===== src/rtl/muldiv_unit.sv =====
// Iterative multiply/divide unit with HI/LO result registers.
// Radix-2 shift-add multiply and restoring divide, one iteration per clock.
module muldiv_unit #(
    parameter int Width = 32
) (
    input  logic             clk_i,
    input  logic             rst_i,
    input  logic             start_i,
    input  logic [1:0]       op_i,
    input  logic [Width-1:0] a_i,
    input  logic [Width-1:0] b_i,
    input  logic             hi_we_i,
    input  logic             lo_we_i,
    input  logic [Width-1:0] wdata_i,
    output logic             busy_o,
    output logic             done_o,
    output logic [Width-1:0] hi_o,
    output logic [Width-1:0] lo_o
);

    localparam int CntW = $clog2(Width) + 1;
    localparam logic [CntW-1:0] LastIter = CntW'(Width - 1);

    typedef enum logic [1:0] {
        IDLE = 2'd0,
        CALC = 2'd1,
        FIN  = 2'd2
    } state_t;

    state_t state_reg, state_next;

    logic [CntW-1:0]  cnt_reg;
    logic             is_div_reg;
    logic             res_neg_reg;
    logic             rem_neg_reg;
    logic             div_zero_reg;
    logic [Width-1:0] a_raw_reg;
    logic [Width-1:0] mcand_reg;
    logic [Width-1:0] acc_hi_reg;
    logic [Width-1:0] acc_lo_reg;
    logic [Width-1:0] hi_reg;
    logic [Width-1:0] lo_reg;
    logic             busy_reg;
    logic             done_reg;

    // Operand magnitudes and result signs, decoded at the start edge
    logic             signed_op;
    logic             a_neg;
    logic             b_neg;
    logic [Width-1:0] a_mag;
    logic [Width-1:0] b_mag;

    always_comb begin
        signed_op = ~op_i[0];
        a_neg     = signed_op & a_i[Width-1];
        b_neg     = signed_op & b_i[Width-1];
        a_mag     = a_neg ? -a_i : a_i;
        b_mag     = b_neg ? -b_i : b_i;
    end

    // One multiply step: conditional add into the upper half, then shift right
    logic [Width:0]   mul_sum;
    logic [Width-1:0] mul_hi_next;
    logic [Width-1:0] mul_lo_next;

    always_comb begin
        mul_sum = {1'b0, acc_hi_reg};
        if (acc_lo_reg[0]) begin
            mul_sum = {1'b0, acc_hi_reg} + {1'b0, mcand_reg};
        end
        mul_hi_next = mul_sum[Width:1];
        mul_lo_next = {mul_sum[0], acc_lo_reg[Width-1:1]};
    end

    // One restoring-divide step: remainder in acc_hi, quotient shifts into acc_lo
    logic [Width:0]   div_shift;
    logic [Width:0]   div_diff;
    logic [Width-1:0] div_rem_next;
    logic [Width-1:0] div_quo_next;

    always_comb begin
        div_shift = {acc_hi_reg, acc_lo_reg[Width-1]};
        div_diff  = div_shift - {1'b0, mcand_reg};
        if (!div_diff[Width]) begin
            div_rem_next = div_diff[Width-1:0];
            div_quo_next = {acc_lo_reg[Width-2:0], 1'b1};
        end else begin
            div_rem_next = div_shift[Width-1:0];
            div_quo_next = {acc_lo_reg[Width-2:0], 1'b0};
        end
    end

    // Sign correction and divide-by-zero override applied when leaving FIN
    logic [2*Width-1:0] prod_fix;
    logic [Width-1:0]   res_hi;
    logic [Width-1:0]   res_lo;

    always_comb begin
        prod_fix = res_neg_reg ? -{acc_hi_reg, acc_lo_reg} : {acc_hi_reg, acc_lo_reg};
        res_hi   = prod_fix[2*Width-1:Width];
        res_lo   = prod_fix[Width-1:0];
        if (is_div_reg) begin
            if (div_zero_reg) begin
                res_hi = a_raw_reg;
                res_lo = '1;
            end else begin
                res_hi = rem_neg_reg ? -acc_hi_reg : acc_hi_reg;
                res_lo = res_neg_reg ? -acc_lo_reg : acc_lo_reg;
            end
        end
    end

    always_ff @(posedge clk_i or posedge rst_i) begin
        if (rst_i) begin
            state_reg <= IDLE;
        end else begin
            state_reg <= state_next;
        end
    end

    always_comb begin
        state_next = state_reg;
        case (state_reg)
            IDLE:    if (start_i) state_next = CALC;
            CALC:    if (cnt_reg == LastIter) state_next = FIN;
            FIN:     state_next = IDLE;
            default: state_next = IDLE;
        endcase
    end

    always_ff @(posedge clk_i or posedge rst_i) begin
        if (rst_i) begin
            cnt_reg      <= '0;
            is_div_reg   <= 1'b0;
            res_neg_reg  <= 1'b0;
            rem_neg_reg  <= 1'b0;
            div_zero_reg <= 1'b0;
            a_raw_reg    <= '0;
            mcand_reg    <= '0;
            acc_hi_reg   <= '0;
            acc_lo_reg   <= '0;
            hi_reg       <= '0;
            lo_reg       <= '0;
            busy_reg     <= 1'b0;
            done_reg     <= 1'b0;
        end else begin
            busy_reg <= (state_next != IDLE);
            done_reg <= (state_reg == FIN);
            case (state_reg)
                IDLE: begin
                    cnt_reg <= '0;
                    if (hi_we_i) hi_reg <= wdata_i;
                    if (lo_we_i) lo_reg <= wdata_i;
                    if (start_i) begin
                        is_div_reg   <= op_i[1];
                        res_neg_reg  <= a_neg ^ b_neg;
                        rem_neg_reg  <= a_neg;
                        div_zero_reg <= (b_i == '0);
                        a_raw_reg    <= a_i;
                        acc_hi_reg   <= '0;
                        if (op_i[1]) begin
                            mcand_reg  <= b_mag;
                            acc_lo_reg <= a_mag;
                        end else begin
                            mcand_reg  <= a_mag;
                            acc_lo_reg <= b_mag;
                        end
                    end
                end
                CALC: begin
                    cnt_reg <= cnt_reg + CntW'(1);
                    if (is_div_reg) begin
                        acc_hi_reg <= div_rem_next;
                        acc_lo_reg <= div_quo_next;
                    end else begin
                        acc_hi_reg <= mul_hi_next;
                        acc_lo_reg <= mul_lo_next;
                    end
                end
                FIN: begin
                    hi_reg <= res_hi;
                    lo_reg <= res_lo;
                end
                default: ;
            endcase
        end
    end

    assign busy_o = busy_reg;
    assign done_o = done_reg;
    assign hi_o   = hi_reg;
    assign lo_o   = lo_reg;

endmodule


===== config.mk =====
export PLATFORM = sky130hd
export DESIGN_NAME = muldiv_unit
export DESIGN_NICKNAME = d
export VERILOG_FILES = /design/src/rtl/muldiv_unit.sv
export SDC_FILE = /design/constraint.sdc
export NUM_CORES = 1
export LEC_CHECK = 0
export CAP_MARGIN = 20
export CORE_MARGIN = 2
export CORE_UTILIZATION = 55
export CTS_BUF_LIST = sky130_fd_sc_hd__clkbuf_8
export DETAILED_ROUTE_END_ITERATION = 10
export GPL_ROUTABILITY_DRIVEN = 0
export HOLD_SLACK_MARGIN = 0.02
export PLACE_DENSITY = 0.86
export SYNTH_ARGS = -nofsm -noshare
export SYNTH_HDL_FRONTEND = slang
export SYNTH_SLANG_ARGS = --single-unit
export TNS_END_PERCENT = 100

===== constraint.sdc =====
create_clock -name clk_i -period 8.2 [get_ports clk_i]
set_clock_uncertainty 0.2 [all_clocks]
set_input_delay 1.23 -clock clk_i [delete_from_list [all_inputs] [get_ports clk_i]]
set_output_delay 1.23 -clock clk_i [all_outputs]
set_load 0.02 [all_outputs]

==> impl_metrics.csv, run 1 <==
group,metric,value,unit
logic_synthesis,synth-main-ff-cell,"dfrtp_1",
clocking,clock_latency,560,ps
setup_path,r2r.worst_path.cells,14,
placed_design,place_hpwl,43700,microns
route,dr.pass1.iters,6,
grt,grt_start_max_net_pins,131,
cells_and_area,layout.nets,2368,
clocking,cts_sinks,206,
route,antenna_left,0,
route,route.vias.total,17600,
clocking,cts-root-buf,"clkbuf_8",
clocking,clkSlewWorstSetupHoldPaths,60,ps
setup_path,end_kind,"flip-flop",
sta,setup_tns,0,ps
route,drt-vias-per-instance,6.71,
setup_path,worstPathArrival,4920,ps
setup_path,crit_path_max_incr_delay,690,ps
run_status,outcome,"complete, no violations",
floorplan,chipHeight,179,microns
sta,setup_violations,0,
flow_run,max-cap-violations,0,
logic_synthesis,netlist_instances,2130,
sta,max_freq,213,MHz
setup_path,path_max_fanout,59,
clocking,cts_made_buffers,36,
pwr,pwr-share-comb,62.7,%
pwr,internal-power,4.57,mW
placed_design,io_buffers,168,
logic_synthesis,synth_nets,2304,
sta,rsz0062_at_grt,"false",
setup_path,cp-start-kind,"flip-flop",
pwr,power-per-cell-area,482,mW/mm^2
setup_path,cp.required,8430,ps
route,route.detailed.drc,0,
pwr,switching_share,51.2,%
clocking,cts_resized,0,
clocking,cts_hold_buf,0,
clocking,cts_setup_buffers,0,
floorplan,core-area,0.0304,sq mm
cells_and_area,drive_above_1_share,6.48,%
sta,final_max_slew_viol_count,0,
sta,fin_crit_sh,57.2,%
floorplan,start_util,55.6,%
setup_path,cp.depth,14,
logic_synthesis,avgSynthCellArea,7.94,sq um
hold_path,hp-class,"flip-flop to flip-flop",
clocking,cts-htree-levels,2,
logic_synthesis,ys_types,70,
cells_and_area,area_delta_synth_final,14.7,%
pwr,peakVddDrop,0.316,mV
floorplan,dieArea,0.0322,sq mm
logic_synthesis,synth_area_leaders,"dfrtp_1 30%, o21ai_0 5.9%, nand2_1 5.8%, xnor2_1 5.7%, a21oi_1 5.7%",
hold_path,hold_path_depth,2,
route,routed_wirelength,59200,microns
sta,hold_viol,0,
grt,antenna_found_initial,0,
logic_synthesis,syn-cell-area,0.0169,sq mm
logic_synthesis,synth_seq_cells,206,
setup_path,path_delay_family,"compound AO/OA/AOI/OAI gates",
logic_synthesis,synth_edf_count,0,
cells_and_area,fin_util,63.8,%
sta,max_slew_margin,24.0,%
setup_path,critical_path_class,"flip-flop to flip-flop",
floorplan,fp-row-count,64,
pwr,pwr-share-clk,10.8,%
clocking,clockBufferDepth,3,
route,drt-wirelength-per-cell,22.6,microns
sta,min_period,4690,ps
route,initialDrtViolationCount,2542,
floorplan,die_x,179,microns
logic_synthesis,ys_seq_area_share,30.5,%
grt,grt_pass1_vias,16800,
grt,overflow,0,
setup_path,critical_path_buf_inv_count,2,
grt,grt_pass1_wl,92500,microns
pwr,p_sw,4.78,mW
logic_synthesis,synth_area_leader_cell,"dfrtp_1",
clocking,tritoncts,"done",
logic_synthesis,ys_warn_count,0,
floorplan,ios,169,
logic_synthesis,synth_top_area_share,30.5,%
grt,track_usage,35.8,%
setup_path,path_cells,"inv_1 > ha_1 > fa_1 > nand2b_1 > a21oi_1 > o21ai_0 > a2111oi_0 > o21ai_0 > a31oi_1 > xnor2_2 > buf_4 > nand2b_1 > o22ai_1 > o31ai_1",
pwr,leakagePower,8.01,nW
pwr,seq_power_share,26.5,%
sta,worst_slew_pin_slew,1140,ps
logic_synthesis,async_flop_share,100,%
setup_path,crit_path_top_delay_cell,"a2111oi_0",
-- cells in the mapped netlist, drive strengths merged, types with 21 or more instances --
library cell / count
clkbuf: 136
a31oi: 21
nor3: 31
o221ai: 34
o21ai: 202
ha: 69
a21oi: 194
mux2: 44
nand2: 262
xor2: 93
dfrtp: 206
xnor2: 111
inv: 71
nor2: 175
mux2i: 61
a21o: 30
o22ai: 44
o31ai: 30
or3: 24
nand2b: 25
buf: 22
-- placed cells by master (no fill, tap or decap), types with 11 or more instances in the layout --
| master | Yosys | routed |
|---|---|---|
| a211oi_1 | 18 | 18 |
| a21o_1 | 30 | 30 |
| a21oi_1 | 194 | 194 |
| a221oi_1 | 18 | 18 |
| a31oi_1 | 21 | 21 |
| and3_1 | 11 | 11 |
| buf_4 | 0 | 16 |
| clkbuf_8 | 0 | 46 |
| clkdlybuf4s50_1 | 0 | 167 |
| dfrtp_1 | 206 | 203 |
| ha_1 | 69 | 69 |
| inv_1 | 71 | 80 |
| mux2_2 | 44 | 44 |
| mux2i_1 | 61 | 61 |
| nand2_1 | 262 | 261 |
| nand2b_1 | 24 | 23 |
| nand3_1 | 19 | 19 |
| nand4_1 | 12 | 12 |
| nor2_1 | 175 | 175 |
| nor2b_1 | 15 | 15 |
| nor3_1 | 31 | 31 |
| nor4_1 | 11 | 11 |
| o211ai_1 | 17 | 17 |
| o21ai_0 | 199 | 198 |
| o221ai_1 | 34 | 34 |
| o22ai_1 | 44 | 44 |
| o31ai_1 | 30 | 30 |
| o41ai_1 | 13 | 13 |
| or3_1 | 20 | 20 |
| or4_1 | 13 | 13 |
| xnor2_1 | 111 | 110 |
| xor2_1 | 93 | 93 |
-- power by group through the flow --
stage | Combinational, mW | Sequential, mW | Clock (mW)
floorplan | 4.31 | 2.04 | 0
global placement | 5.46 | 2.37 | 0
detailed placement | 5.67 | 2.41 | 0
CTS | 5.71 | 2.40 | 1.01
global route | 6.39 | 2.50 | 1.06
finish | 5.86 | 2.48 | 1.01
-- cells by family (layout without fill, tap and decap cells) --
| kind of cell | count (synthesis) | count (layout) | synth area share (%) |
|---|---|---|---|
| other cells | 0 | 1 | 0 |
| flops | 206 | 206 | 30.5 |
| buf+inv | 231 | 323 | 5.20 |
| compound gates | 693 | 693 | 25.4 |
| mux | 105 | 105 | 6.54 |
| simple gates | 620 | 620 | 16.5 |
| fa+ha+maj | 71 | 71 | 5.34 |
| xor+xnor | 204 | 204 | 10.6 |
-- worst reg2reg max path: cells and delay by family (launching register included) --
| kind | cells | cell delay (ps) |
|---|---|---|
| DFF | 1 | 440 |
| xor gates and xnor gates | 1 | 150 |
| adders and majority gates | 2 | 650 |
| AOI/OAI and AO/OA | 7 | 2020 |
| and+or+nand+nor | 2 | 440 |
| buffers and inverters | 2 | 670 |
-- worst paths after layout --
path / start / to / slack, ps
max in group asynchronous: rst_i / res_neg_reg / 5070
max reg2reg: acc_lo_reg[31] / acc_hi_reg[27] / 3510
min reg2reg: lo_o[2] / lo_o[2] / 280
min: lo_o[2] / lo_o[2] / 280
min in group asynchronous: rst_i / cnt_reg[5] / 1080
max: acc_lo_reg[31] / acc_hi_reg[27] / 3510
-- metrics by stage --
step | hold WS, ps | setup slack [ps] | total power [mW] | instance area, sq um | std cells
6_report | 283 | 3510 | 9.35 | 19400 | 2619
4_1_cts | 288 | 3540 | 9.11 | 19400 | 2618
3_3_place_gp | 263 | 3530 | 7.83 | 18600 | 2552
3_5_place_dp | 270 | 3300 | 8.09 | 18600 | 2552
5_1_grt | 305 | 3140 | 9.95 | 19400 | 2618
2_1_floorplan | 250 | 1150 | 6.35 | 16900 | 2130
-- metal layers --
metal	up-vias	track usage (%)	wire, microns
met1	8166	45.8	21500
li1	7800	-	-
met4	2	22.9	4370
met2	1333	52.6	25100
met3	271	10.9	8220
met5	-	1.19	52
-- cell type report --
type,count,area (sq um)
fillers,2509,11000
well taps,396,495
flip-flops and latches,206,5160
diodes,1,2.50
clock inverters,20,125
multi-input cells,1693,10900
inverters,73,282
repair buffers,184,1800
clock buffers,46,633
Note: power is estimated with default switching activity, not from simulation.
==> inputs of run 2 (changes only) <==
Settings changed: CORE_UTILIZATION 55 to 54, PLACE_DENSITY 0.86 to 0.88.
Clock period 8.2 ns to 4.15 ns, I/O delays scaled along.
==> impl_metrics.csv, run 2 (synthesis results as in run 1) <==
group,metric,value,unit
floorplan,start_util,55.0,%
setup_path,path_max_fanout,9,
sta,setup_tns,0,ps
clocking,cts_setup_buffers,0,
setup_path,worstPathArrival,4190,ps
clocking,cts-htree-levels,2,
flow_run,max-cap-violations,0,
placed_design,io_buffers,168,
sta,rsz0062_at_grt,"false",
route,route.vias.total,18100,
route,routed_wirelength,61700,microns
sta,min_period,3950,ps
grt,overflow,0,
setup_path,cp-start-kind,"flip-flop",
clocking,clock_latency,570,ps
cells_and_area,layout.cells.non_filler,2677,
clocking,tritoncts,"done",
pwr,leakagePower,8.33,nW
hold_path,hp-class,"flip-flop to flip-flop",
route,antenna_left,0,
route,route.detailed.drc,0,
placed_design,place_inst,2611,
setup_path,cp.required,4390,ps
floorplan,fp-row-count,64,
setup_path,critical_path_buf_inv_count,1,
sta,setup_violations,0,
setup_path,end_kind,"flip-flop",
pwr,switching_share,50.6,%
run_status,outcome,"complete, no violations",
clocking,clockBufferDepth,3,
cells_and_area,layout_commonest_cell,"nand2_1",
cells_and_area,layout.nets,2429,
clocking,clkSlewWorstSetupHoldPaths,60,ps
setup_path,crit_path_top_delay_cell,"or4_4",
sta,timing.hold.ws,280,ps
cells_and_area,area_delta_synth_final,17.9,%
clocking,cts_made_buffers,37,
cells_and_area,most-common-layout-cells,"261 x nand2_1, 203 x dfrtp_1, 198 x o21ai_0, 194 x a21oi_1, 175 x nor2_1",
floorplan,dieArea,0.0328,sq mm
clocking,cts_sinks,206,
placed_design,place_hpwl,46500,microns
pwr,peakVddDrop,0.664,mV
sta,final_max_slew_viol_count,0,
setup_path,path_delay_family,"simple AND/OR/NAND/NOR gates",
clocking,cts-root-buf,"clkbuf_8",
floorplan,chipHeight,181,microns
pwr,p_sw,9.70,mW
grt,track_usage,36.4,%
setup_path,critical_path_class,"flip-flop to flip-flop",
pwr,seq_power_share,22.9,%
sta,worst_slew_pin_slew,1070,ps
floorplan,core-area,0.0307,sq mm
clocking,cts_hold_buf,0,
cells_and_area,fillers,2392,
sta,fin_crit_sh,95.2,%
cells_and_area,drive_above_1_share,8.86,%
route,initialDrtViolationCount,2894,
route,drt-wirelength-per-cell,23.0,microns
grt,antenna_found_initial,1,
pwr,pwr-share-comb,66.8,%
grt,grt_pass1_wl,94000,microns
sta,max_slew_margin,28.6,%
setup_path,path_cells,"or4_4 > or3_4 > or4_4 > or3_4 > or3_2 > nand2b_1 > buf_4 > o21ai_0 > xor2_1 > a21oi_1",
route,dr.pass1.iters,8,
pwr,internal-power,9.45,mW
setup_path,crit_path_max_incr_delay,550,ps
sta,hold_viol,0,
sta,max_freq,253,MHz
grt,grt_start_max_net_pins,103,
floorplan,ios,169,
pwr,power-per-cell-area,960,mW/mm^2
pwr,report.power.total,19.2,mW
floorplan,die_x,181,microns
pwr,pwr-share-clk,10.3,%
grt,grt_pass1_vias,17000,
route,drt-vias-per-instance,6.76,
-- run 2: changes by cell type in the layout (fill, tap and decap cells not counted), moves of 2 or more --
| cell | change |
|---|---|
| inv_1 | +2 |
| buf_4 | +54 |
| buf_12 | +5 |
| clkinv_2 | -5 |
-- run 2: per-stage QoR --
| stage | area [sq um] | setup WS, ps | util, % |
|---|---|---|---|
| floorplan | 16900 | 390 | - |
| global placement | 19100 | 282 | 62.2 |
| detailed placement | 19100 | 128 | 62.2 |
| CTS | 19900 | 171 | 64.7 |
| global route | 19900 | 53.6 | 64.8 |
| finish | 19900 | 199 | 64.9 |
-- run 2: worst paths after layout --
kind	start	slack, ps	endpoint	cells past startpoint
min in group asynchronous	rst_i	320	state_reg[1]	2
max reg2reg	acc_lo_reg[14]	200	hi_o[23]	10
min reg2reg	lo_o[15]	280	lo_o[15]	2
max in group asynchronous	rst_i	2620	acc_lo_reg[19]	3
max	acc_lo_reg[14]	200	hi_o[23]	10
min	lo_o[15]	280	lo_o[15]	2
-- run 2: tightest hold or removal path: stages (launching register included) --
cell	delay, ps
dfrtp_1	340
nand2_1	40
o21ai_0	60
-- run 2: power groups by stage --
stage / registers (mW) / logic (mW) / clock network (mW)
after floorplan: 4.03 / 8.52 / 0
after global placement: 4.24 / 11.7 / 0
after detailed placement: 4.30 / 12.2 / 0
after CTS: 4.27 / 12.3 / 1.97
after global routing: 4.43 / 13.7 / 2.07
final: 4.38 / 12.8 / 1.98
-- run 2: area by class of cell --
class	instances	area, sq um	share of cell area [%]
inverter	73	278	1.39
antenna	2	5.00	0.0251
multi-input combinational	1693	10900	54.9
sequential	206	5160	25.9
clock buffer	46	633	3.17
timing repair buffer	244	2310	11.6
tap	396	495	2.48
clock inverter	17	116	0.583
-- run 2: timing repair --
item / in CTS / in global routing
resized for setup: 0 / 7
endpoints found under the hold margin: 0 / 0
endpoints found under the setup margin: 0 / 24
-- run 2: per-layer routing --
metal	share of wire [%]	global-route usage, %	wire, microns	up-vias
li1	-	-	-	7923
met1	36	46.7	22300	8310
met2	41	53.4	25100	1496
met3	15	11.8	9300	362
met4	8.1	22.6	5000	0
met5	0	0	0	-
